===== config.mk =====
export PLATFORM = sky130hd
export DESIGN_NAME = mem_port_arbiter_flat
export DESIGN_NICKNAME = d
export VERILOG_FILES = /design/src/rtl/mem_port_arbiter_pkg.sv /design/src/rtl/mem_port_arbiter_if.sv /design/src/rtl/mem_port_arbiter_rr_pick2.sv /design/src/rtl/mem_port_arbiter.sv /design/src/flat_wrapper.sv
export SDC_FILE = /design/constraint.sdc
export NUM_CORES = 1
export LEC_CHECK = 0
export BUFFER_PORTS_ARGS = -buffer_cell sky130_fd_sc_hd__buf_2
export CORE_AREA = 2 2 201 203
export DETAILED_ROUTE_END_ITERATION = 8
export DIE_AREA = 0 0 203 205
export HOLD_SLACK_MARGIN = 0.08
export PLACE_DENSITY_LB_ADDON = 0.12
export SLEW_MARGIN = 10
export SYNTH_ARGS = -nofsm -noshare
export SYNTH_HDL_FRONTEND = slang
export SYNTH_HIERARCHICAL = 1
export SYNTH_SLANG_ARGS = --single-unit

===== constraint.sdc =====
create_clock -name clk -period 1.9 [get_ports clk]
set_input_delay 0.285 -clock clk [delete_from_list [all_inputs] [get_ports clk]]
set_output_delay 0.285 -clock clk [all_outputs]
set_load 0.005 [all_outputs]

===== src/rtl/mem_port_arbiter_pkg.sv =====
// Shared definitions for the two-port data-memory arbiter:
// FSM encodings, default cell range and port ids.
package mem_arb_pkg;

    typedef enum logic [1:0] {
        IDLE   = 2'd0,
        ACCESS = 2'd1,
        RESP   = 2'd2
    } arb_state_t;

    localparam logic [63:0] MEM_LO_DEF = 64'd1;
    localparam logic [63:0] MEM_HI_DEF = 64'd20;

    localparam logic PORT_CPU = 1'b0;
    localparam logic PORT_LDR = 1'b1;

    // Full-width inclusive range compare; no truncation of the address.
    function automatic logic addr_in_range(input logic [63:0] addr,
                                           input logic [63:0] lo,
                                           input logic [63:0] hi);
        return (addr >= lo) && (addr <= hi);
    endfunction

endpackage


===== src/rtl/mem_port_arbiter_if.sv =====
// Bundle of requester handshakes and memory-port signals for mem_port_arbiter.
// slave: arbiter view. master: environment (requesters + memory) view.
interface mem_port_arbiter_if #(
    parameter int DW = 64,
    parameter int AW = 64
);
    logic          p0_req;
    logic          p0_wr;
    logic [AW-1:0] p0_addr;
    logic [DW-1:0] p0_wdata;
    logic          p0_ack;

    logic          p1_req;
    logic          p1_wr;
    logic [AW-1:0] p1_addr;
    logic [DW-1:0] p1_wdata;
    logic          p1_ack;

    logic [DW-1:0] rdata;
    logic          err;
    logic          busy;

    logic [AW-1:0] mem_addr;
    logic [DW-1:0] mem_data;
    logic          mem_read;
    logic          mem_write;
    logic [DW-1:0] mem_valM;

    modport slave (
        input  p0_req, p0_wr, p0_addr, p0_wdata,
        input  p1_req, p1_wr, p1_addr, p1_wdata,
        input  mem_valM,
        output p0_ack, p1_ack, rdata, err, busy,
        output mem_addr, mem_data, mem_read, mem_write
    );

    modport master (
        output p0_req, p0_wr, p0_addr, p0_wdata,
        output p1_req, p1_wr, p1_addr, p1_wdata,
        output mem_valM,
        input  p0_ack, p1_ack, rdata, err, busy,
        input  mem_addr, mem_data, mem_read, mem_write
    );
endinterface


===== src/rtl/mem_port_arbiter_rr_pick2.sv =====
// Combinational 2-way round-robin picker: prio port wins a tie,
// otherwise the single requester wins.
module rr_pick2
    import mem_arb_pkg::*;
(
    input  logic [1:0] req,
    input  logic       prio,
    output logic       valid,
    output logic       winner
);
    assign valid  = |req;
    assign winner = (&req) ? prio : (req[1] ? PORT_LDR : PORT_CPU);
endmodule


===== src/rtl/mem_port_arbiter.sv =====
// Two-requester arbiter/sequencer for the shared data-memory port.
// IDLE -> ACCESS -> RESP, round-robin grant.
// Optional address bounds check: define MEM_ARB_BOUNDS_CHECK_EN.
module mem_port_arbiter
    import mem_arb_pkg::*;
#(
    parameter int            DW     = 64,
    parameter int            AW     = 64,
    parameter logic [63:0]   MEM_LO = MEM_LO_DEF,
    parameter logic [63:0]   MEM_HI = MEM_HI_DEF
)(
    input logic               clk,
    input logic               res,
    mem_port_arbiter_if.slave bus
);
    arb_state_t    state;
    logic          prio;
    logic          lat_id;
    logic          lat_wr;
    logic          lat_oor;
    logic          ack0, ack1, err_q, busy_q;
    logic [DW-1:0] rdata_q;
    logic [AW-1:0] maddr;
    logic [DW-1:0] mdata;
    logic          mrd, mwr;

    logic          valid, winner;
    logic          sel_wr, sel_oor;
    logic [AW-1:0] sel_addr;
    logic [DW-1:0] sel_wdata;

    rr_pick2 u_pick (
        .req    ({bus.p1_req, bus.p0_req}),
        .prio   (prio),
        .valid  (valid),
        .winner (winner)
    );

    assign sel_wr    = winner ? bus.p1_wr    : bus.p0_wr;
    assign sel_addr  = winner ? bus.p1_addr  : bus.p0_addr;
    assign sel_wdata = winner ? bus.p1_wdata : bus.p0_wdata;

`ifdef MEM_ARB_BOUNDS_CHECK_EN
    assign sel_oor = !addr_in_range(64'(sel_addr), MEM_LO, MEM_HI);
`else
    assign sel_oor = 1'b0;
`endif

    // Sequencer: latch winner in IDLE, drive memory in ACCESS, ack in RESP.
    // Memory-side registers are loaded on grant so they are valid for the
    // whole ACCESS cycle and cleared (address parked at 0) on leaving it.
    always_ff @(posedge clk) begin
        if (res) begin
            state   <= IDLE;
            prio    <= PORT_CPU;
            lat_id  <= PORT_CPU;
            lat_wr  <= 1'b0;
            lat_oor <= 1'b0;
            ack0    <= 1'b0;
            ack1    <= 1'b0;
            err_q   <= 1'b0;
            busy_q  <= 1'b0;
            rdata_q <= '0;
            maddr   <= '0;
            mdata   <= '0;
            mrd     <= 1'b0;
            mwr     <= 1'b0;
        end else begin
            case (state)
                IDLE: begin
                    if (valid) begin
                        state   <= ACCESS;
                        lat_id  <= winner;
                        lat_wr  <= sel_wr;
                        lat_oor <= sel_oor;
                        prio    <= ~winner;
                        busy_q  <= 1'b1;
                        maddr   <= sel_oor ? '0 : sel_addr;
                        mdata   <= sel_oor ? '0 : sel_wdata;
                        mrd     <= !sel_oor && !sel_wr;
                        mwr     <= !sel_oor && sel_wr;
                    end
                end
                ACCESS: begin
                    state <= RESP;
                    maddr <= '0;
                    mdata <= '0;
                    mrd   <= 1'b0;
                    mwr   <= 1'b0;
                    if (lat_oor)
                        rdata_q <= '0;
                    else if (!lat_wr)
                        rdata_q <= bus.mem_valM;
                    ack0  <= (lat_id == PORT_CPU);
                    ack1  <= (lat_id == PORT_LDR);
                    err_q <= lat_oor;
                end
                RESP: begin
                    state  <= IDLE;
                    ack0   <= 1'b0;
                    ack1   <= 1'b0;
                    err_q  <= 1'b0;
                    busy_q <= 1'b0;
                end
                default: state <= IDLE;
            endcase
        end
    end

    // Reset gates the memory side immediately so a reset in ACCESS never writes.
    assign bus.mem_addr  = res ? '0 : maddr;
    assign bus.mem_data  = res ? '0 : mdata;
    assign bus.mem_read  = mrd && !res;
    assign bus.mem_write = mwr && !res;

    assign bus.p0_ack = ack0;
    assign bus.p1_ack = ack1;
    assign bus.rdata  = rdata_q;
    assign bus.err    = err_q;
    assign bus.busy   = busy_q;
endmodule

===== src/flat_wrapper.sv =====
// flat-port wrapper written by rule: the top's interface ports become plain ports
module mem_port_arbiter_flat import mem_arb_pkg::*;
#(
    parameter int            DW     = 64,
    parameter int            AW     = 64,
    parameter logic [63:0]   MEM_LO = MEM_LO_DEF,
    parameter logic [63:0]   MEM_HI = MEM_HI_DEF
)
  (clk, res, bus_p0_req, bus_p0_wr, bus_p0_addr, bus_p0_wdata, bus_p1_req, bus_p1_wr, bus_p1_addr, bus_p1_wdata, bus_mem_valM, bus_p0_ack, bus_p1_ack, bus_rdata, bus_err, bus_busy, bus_mem_addr, bus_mem_data, bus_mem_read, bus_mem_write);
  mem_port_arbiter_if #(.DW(DW), .AW(AW)) bus_i ();
  input logic clk;
  input logic res;
  input wire logic [$bits(bus_i.p0_req)-1:0] bus_p0_req;
  input wire logic [$bits(bus_i.p0_wr)-1:0] bus_p0_wr;
  input wire logic [$bits(bus_i.p0_addr)-1:0] bus_p0_addr;
  input wire logic [$bits(bus_i.p0_wdata)-1:0] bus_p0_wdata;
  input wire logic [$bits(bus_i.p1_req)-1:0] bus_p1_req;
  input wire logic [$bits(bus_i.p1_wr)-1:0] bus_p1_wr;
  input wire logic [$bits(bus_i.p1_addr)-1:0] bus_p1_addr;
  input wire logic [$bits(bus_i.p1_wdata)-1:0] bus_p1_wdata;
  input wire logic [$bits(bus_i.mem_valM)-1:0] bus_mem_valM;
  output wire logic [$bits(bus_i.p0_ack)-1:0] bus_p0_ack;
  output wire logic [$bits(bus_i.p1_ack)-1:0] bus_p1_ack;
  output wire logic [$bits(bus_i.rdata)-1:0] bus_rdata;
  output wire logic [$bits(bus_i.err)-1:0] bus_err;
  output wire logic [$bits(bus_i.busy)-1:0] bus_busy;
  output wire logic [$bits(bus_i.mem_addr)-1:0] bus_mem_addr;
  output wire logic [$bits(bus_i.mem_data)-1:0] bus_mem_data;
  output wire logic [$bits(bus_i.mem_read)-1:0] bus_mem_read;
  output wire logic [$bits(bus_i.mem_write)-1:0] bus_mem_write;
  assign bus_i.p0_req = bus_p0_req;
  assign bus_i.p0_wr = bus_p0_wr;
  assign bus_i.p0_addr = bus_p0_addr;
  assign bus_i.p0_wdata = bus_p0_wdata;
  assign bus_i.p1_req = bus_p1_req;
  assign bus_i.p1_wr = bus_p1_wr;
  assign bus_i.p1_addr = bus_p1_addr;
  assign bus_i.p1_wdata = bus_p1_wdata;
  assign bus_i.mem_valM = bus_mem_valM;
  assign bus_p0_ack = bus_i.p0_ack;
  assign bus_p1_ack = bus_i.p1_ack;
  assign bus_rdata = bus_i.rdata;
  assign bus_err = bus_i.err;
  assign bus_busy = bus_i.busy;
  assign bus_mem_addr = bus_i.mem_addr;
  assign bus_mem_data = bus_i.mem_data;
  assign bus_mem_read = bus_i.mem_read;
  assign bus_mem_write = bus_i.mem_write;
  mem_port_arbiter #(.DW(DW), .AW(AW), .MEM_LO(MEM_LO), .MEM_HI(MEM_HI)) u_core (.clk(clk), .res(res), .bus(bus_i));
endmodule

# Word-level counts from Yosys, hierarchy flattened

Cells that the tools add are included.

Output and inout bits: 198
Bits of input ports: 326
Bits in registers: 203

Equality and inequality tests: 3
Reductions and logical operators: 15
Bitwise logic cells: 3
Mux-type cells: 23

Operators by type and width:

| operator             | number |
|---|---|
| $mux W64             | 7 |
| $pmux W64 S2         | 2 |
| $pmux W1 S2          | 5 |
| $reduce_and A2 Y1    | 5 |
| $mux W1              | 7 |
| $reduce_bool A2 Y1   | 3 |
| $pmux W2 S2          | 1 |
| $reduce_or A2 Y1     | 2 |
| $not A1 Y1           | 3 |
| $eq A2 B1 Y1 const B | 1 |
| $eq A2 B2 Y1 const B | 1 |
| $logic_and A1 B1 Y1  | 2 |
| $logic_not A1 Y1     | 2 |
| $logic_not A2 Y1     | 1 |
| $mux W2              | 1 |
| $ne A2 B2 Y1 const B | 1 |

# Longest topological paths before layout

Depth in word-level cells: 6
Gate-level depth with buffers: 8
Gate-level depth less buffers: 5

# Hierarchy

Netlist, hierarchy kept.

By module, submodules not included:

| module           | area an instance (µm²) | cells an instance | times used |
|---|---|---|---|
| mem_port_arbiter | 9,736.8                | 1,048             | 1 |
| rr_pick2         | 17.5                   | 3                 | 1 |

# Least setup slack after synthesis

No wires, ideal clock.

Kind: reg2reg
From: register u_core.state[1]
To: register u_core.mdata[28]
Buffers on the path: 3
Slack: 0.296 ns
Data arrival time: 1.516 ns
Stages on the path, launching flop included: 8
Period minus slack after synthesis: 1.604 ns
Required time: 1.811 ns
Setup time: 0.089 ns
Path through: dfxtp_1 -> inv_1 -> ha_1 -> or3_1 -> clkbuf_1 -> buf_6 -> buf_6 -> o32ai_2

Word-level cells in the longest chain between the ends: 3

Ends and longest elaborated chain:

| item                                                                | line                   | text |
|---|---|---|
| from (decl)                                                         | mem_port_arbiter.sv:16 | `arb_state_t state;` |
| from (signal assigned)                                              | mem_port_arbiter.sv:54 | `state <= IDLE;` |
| from (signal assigned)                                              | mem_port_arbiter.sv:72 | `state <= ACCESS;` |
| from (signal assigned)                                              | mem_port_arbiter.sv:85 | `state <= RESP;` |
| $eq A2 B1 Y1 / $logic_not A2 Y1 (equally long branches)             | mem_port_arbiter.sv:69 | `case (state)` |
| $reduce_bool A2 Y1 (no line) / $ne A2 B2 Y1 (equally long branches) | -                      |  |
| $reduce_and A2 Y1 (no line)                                         | -                      |  |
| to (signal assigned)                                                | mem_port_arbiter.sv:79 | `mdata <= sel_oor ? '0 : sel_wdata;` |
| to (decl)                                                           | mem_port_arbiter.sv:24 | `logic [DW-1:0] mdata;` |

Several ways; a longest one is shown, not always the timed one.
A chain may end at the register's enable or synchronous reset.

# Final worst setup path

From: register u_core.state[0]
To: register u_core.mdata[22]

Same word-level chain as after synthesis.

==> flow_summary.ini <==
[sta]
holdWs_ns = 0.1051
drv_slew = 0
finalCritPeriodShare_pct = 93.86
hold_viol = 0
skew_ns = 0.01506
setup_violations = 0
period_minus_slack_ns = 1.783
timing.final.ws_setup_ns = 0.1167
tns_ns = 0
rsz0062_at_grt = no
max_clock_freq_mhz = 560.8

[floorplanning]
die_area_um2 = 41620
die_height_um = 205
rows = 73
io_pins = 524
die_w_um = 203
start_util_pct = 24.78
core_um2 = 39370

[global_routing]
grt_overflow = 0
grt_max_degree = 72
grt_pass1_vias = 10840
antenna_found_initial = 0
grt_pass1_wl_um = 57740
use_met2_pct = 30.36
grt_usage_pct = 17.50
use_met1_pct = 20.25
grt.busiest_layer = met2
met3_usage_pct = 4.073

[critical_path]
crit_slowest_cell = or3_4
ff2ff_setup_slack_ns = 0.12
r2r_start = u_core/state[0]
worstSetupStartpointType = register
crit_path_end_kind = register
worstRegToRegCells = 6
required_ns = 2.32
crit_type = register to register
crit_arrival_ns = 2.20
cp_cell_sequence = inv_1 -> ha_2 -> nand2_1 -> or3_4 -> buf_12 -> o32ai_1
timing.rr.end = u_core/mdata[22]
critPathMaxStageDelay_ns = 0.38
crit_fanout = 71

[logic_synthesis]
synth_seq_cells = 202
synth_area_um2 = 9754
syn_nets = 1382
yosysSeqAreaShare_pct = 41.46
synth_cells = 1051
synth.avg_cell_area_um2 = 9.281
synth_warnings = 6
synth_cell_type_count = 27

[min_path]
hp-class = primary input to register
hold_path_end = u_core/maddr[4]
whs_path_depth = 3
hp-start = bus_p0_addr[4]

[power_and_ir_drop]
p_leak_nw = 7.618
pwr_density_cell_nw_per_um2 = 796.0
total_power_mw = 13.65
ir_drop_uv = 482.3

[cts]
clk-insertion-delay-late_ns = 0.53
htreeDepth = 1
tritoncts = yes
cts_root_buf = clkbuf_16
clkTransAtPathRegs_ns = 0.06
cts.sinks = 202
cts_made_buffers = 26
cts_buffer_depth = 3

[cells_and_area]
syn_to_final_growth_pct = 75.80
fin_cells = 2403
fill_cells = 3866
diodes = 0
fin_nets = 2190
drive_gt1_share_pct = 37.97
multi_input_area_um2 = 4757
register_area_um2 = 4044

[drt]
firstDrtPassIters = 4
totalWireLength_um = 38440
ant_nets = 0
initialDrtViolationCount = 443
wl_per_cell_um = 16.00
vias_per_cell = 4.345
vias = 10440
drc_errors = 0

[run_status]
outcome = finished, final reports clean

[place]
post-place-ws_ns = 0.08003
place_inst = 2041
routabilityCongestion = 0.7589
io_buffers = 522
dpl.hpwl_um = 25730

[flow_run]
drv_cap = 0
==> cells in the mapped netlist <==
library cell / count / area [µm²]
nor2b_1: 1 / 6.260
or2_1: 1 / 6.260
buf_4: 1 / 7.510
ha_1: 5 / 62.56
nor2_1: 136 / 510.5
or2_2: 1 / 6.260
o21ai_1: 1 / 5.000
conb_1: 1 / 3.750
nand3b_1: 1 / 7.510
a211oi_1: 1 / 7.510
or3_1: 1 / 6.260
buf_1: 12 / 45.04
a21boi_1: 1 / 7.510
buf_2: 32 / 160.2
nand2_1: 132 / 495.5
clkbuf_1: 40 / 150.1
inv_1: 135 / 506.7
buf_6: 11 / 123.9
mux2i_1: 131 / 1311
nor3_1: 1 / 5.000
o32ai_2: 100 / 1627
mux2_2: 2 / 22.52
a21oi_1: 68 / 340.3
dfxtp_1: 202 / 4044
nand3_1: 1 / 5.000
o32ai_1: 30 / 262.8
nand2b_1: 3 / 18.77
==> how the worst max path moves through the flow <==
stage	endpoint	slack, ns	from	depth (start not counted)
2_1_floorplan	u_core/mdata[28]	0.30	u_core/state[1]	7
3_3_place_gp	u_core/maddr[56]	0.06	bus_p1_req	7
3_5_place_dp	u_core/maddr[56]	0.08	bus_p1_req	7
4_1_cts	u_core/mdata[22]	0.06	u_core/state[0]	6
5_1_grt	u_core/mdata[18]	0.005	u_core/state[0]	6
6_report	u_core/mdata[22]	0.12	u_core/state[0]	6
==> cells by family after synthesis <==
family	count (synthesis)	share of synthesized area, %
AND/OR/NAND/NOR	278	10.94
buffers and inverters	231	10.18
flip-flops	202	41.46
AO/OA/AOI/OAI	201	23.06
multiplexers	133	13.67
adder cells (fa/ha/maj)	5	0.6414
other	1	0.03844
==> per-stage QoR <==
stage          cell area (µm²)  utilization, %
3_5_place_dp             13090           33.25
6_report                 17150           43.56
4_1_cts                  17110           43.45
5_1_grt                  17150           43.56
2_1_floorplan             9754               -
3_3_place_gp             13090           33.25
==> layout by cell type, fill, tap and decap left out <==
cell	synthesis	layout
buf_2	32	521
dlygate4sd3_1	0	312
dfxtp_1	202	202
nor2_1	136	136
inv_1	135	135
nand2_1	132	132
mux2i_1	131	131
o32ai_2	100	100
a21oi_1	68	68
o32ai_1	30	30
clkbuf_16	0	28
buf_4	1	24
buf_12	0	17
clkbuf_8	0	11
clkbuf_1	40	7
ha_1	5	4
nand2b_1	3	2
mux2_2	2	2
clkinv_4	0	1
bufinv_16	0	1
buf_8	0	1
nor2b_4	0	1
nand2b_2	0	1
o21ai_4	0	1
or3_4	0	1
or2_2	1	1
nand3_1	1	1
nor3_1	1	1
nand3b_1	1	1
a211oi_1	1	1
ha_2	0	1
conb_1	1	1
or2_1	1	1
a21boi_4	0	1
==> report_power, final <==
part / switching [mW] / internal (mW)
registers: 0.142 / 4.71
clock network: 1.91 / 3.15
logic: 1.91 / 1.83
==> final cells by class <==
class	count	share of cell area [%]
Clock buffer	45	4.976
Clock inverter	2	0.2262
Inverter	135	2.955
Multi-Input combinational cell	618	27.74
Sequential cell	202	23.58
Tap cell	525	3.831
Timing Repair Buffer	876	36.69
==> registers in the layout (all words and copies together) (netlist names) <==
signal / count
u_core/maddr: 64
u_core/mrd: 1
u_core/lat_wr: 1
u_core/prio: 1
u_core/lat_id: 1
u_core/bus.p0_ack: 1
u_core/bus.rdata: 64
u_core/bus.p1_ack: 1
u_core/bus.busy: 1
u_core/state: 2
u_core/mwr: 1
u_core/mdata: 64
==> per-layer routing <==
metal	share of wire [%]	up-vias	wire, µm
met5	0	-	0
met4	4.8	0	1827
li1	-	5184	-
met3	6.7	100	2561
met2	48	408	18560
met1	40	4750	15500
==> critical path: cells and delay by family (launching register included) <==
kind | cells | cell delay, ns
simple gates | 2 | 0.50
buf+inv | 2 | 0.34
flops | 1 | 0.32
fa+ha+maj | 1 | 0.25
compound gates | 1 | 0.19
==> what timing repair did <==
action / in CTS / in global routing
endpoints found under the setup margin: 0 / 66
hold endpoints to repair: 190 / 0
resized for setup: 0 / 1
setup buffers: 0 / 2
hold buffers: 312 / 0
Note: power is estimated with default switching activity, not from simulation.
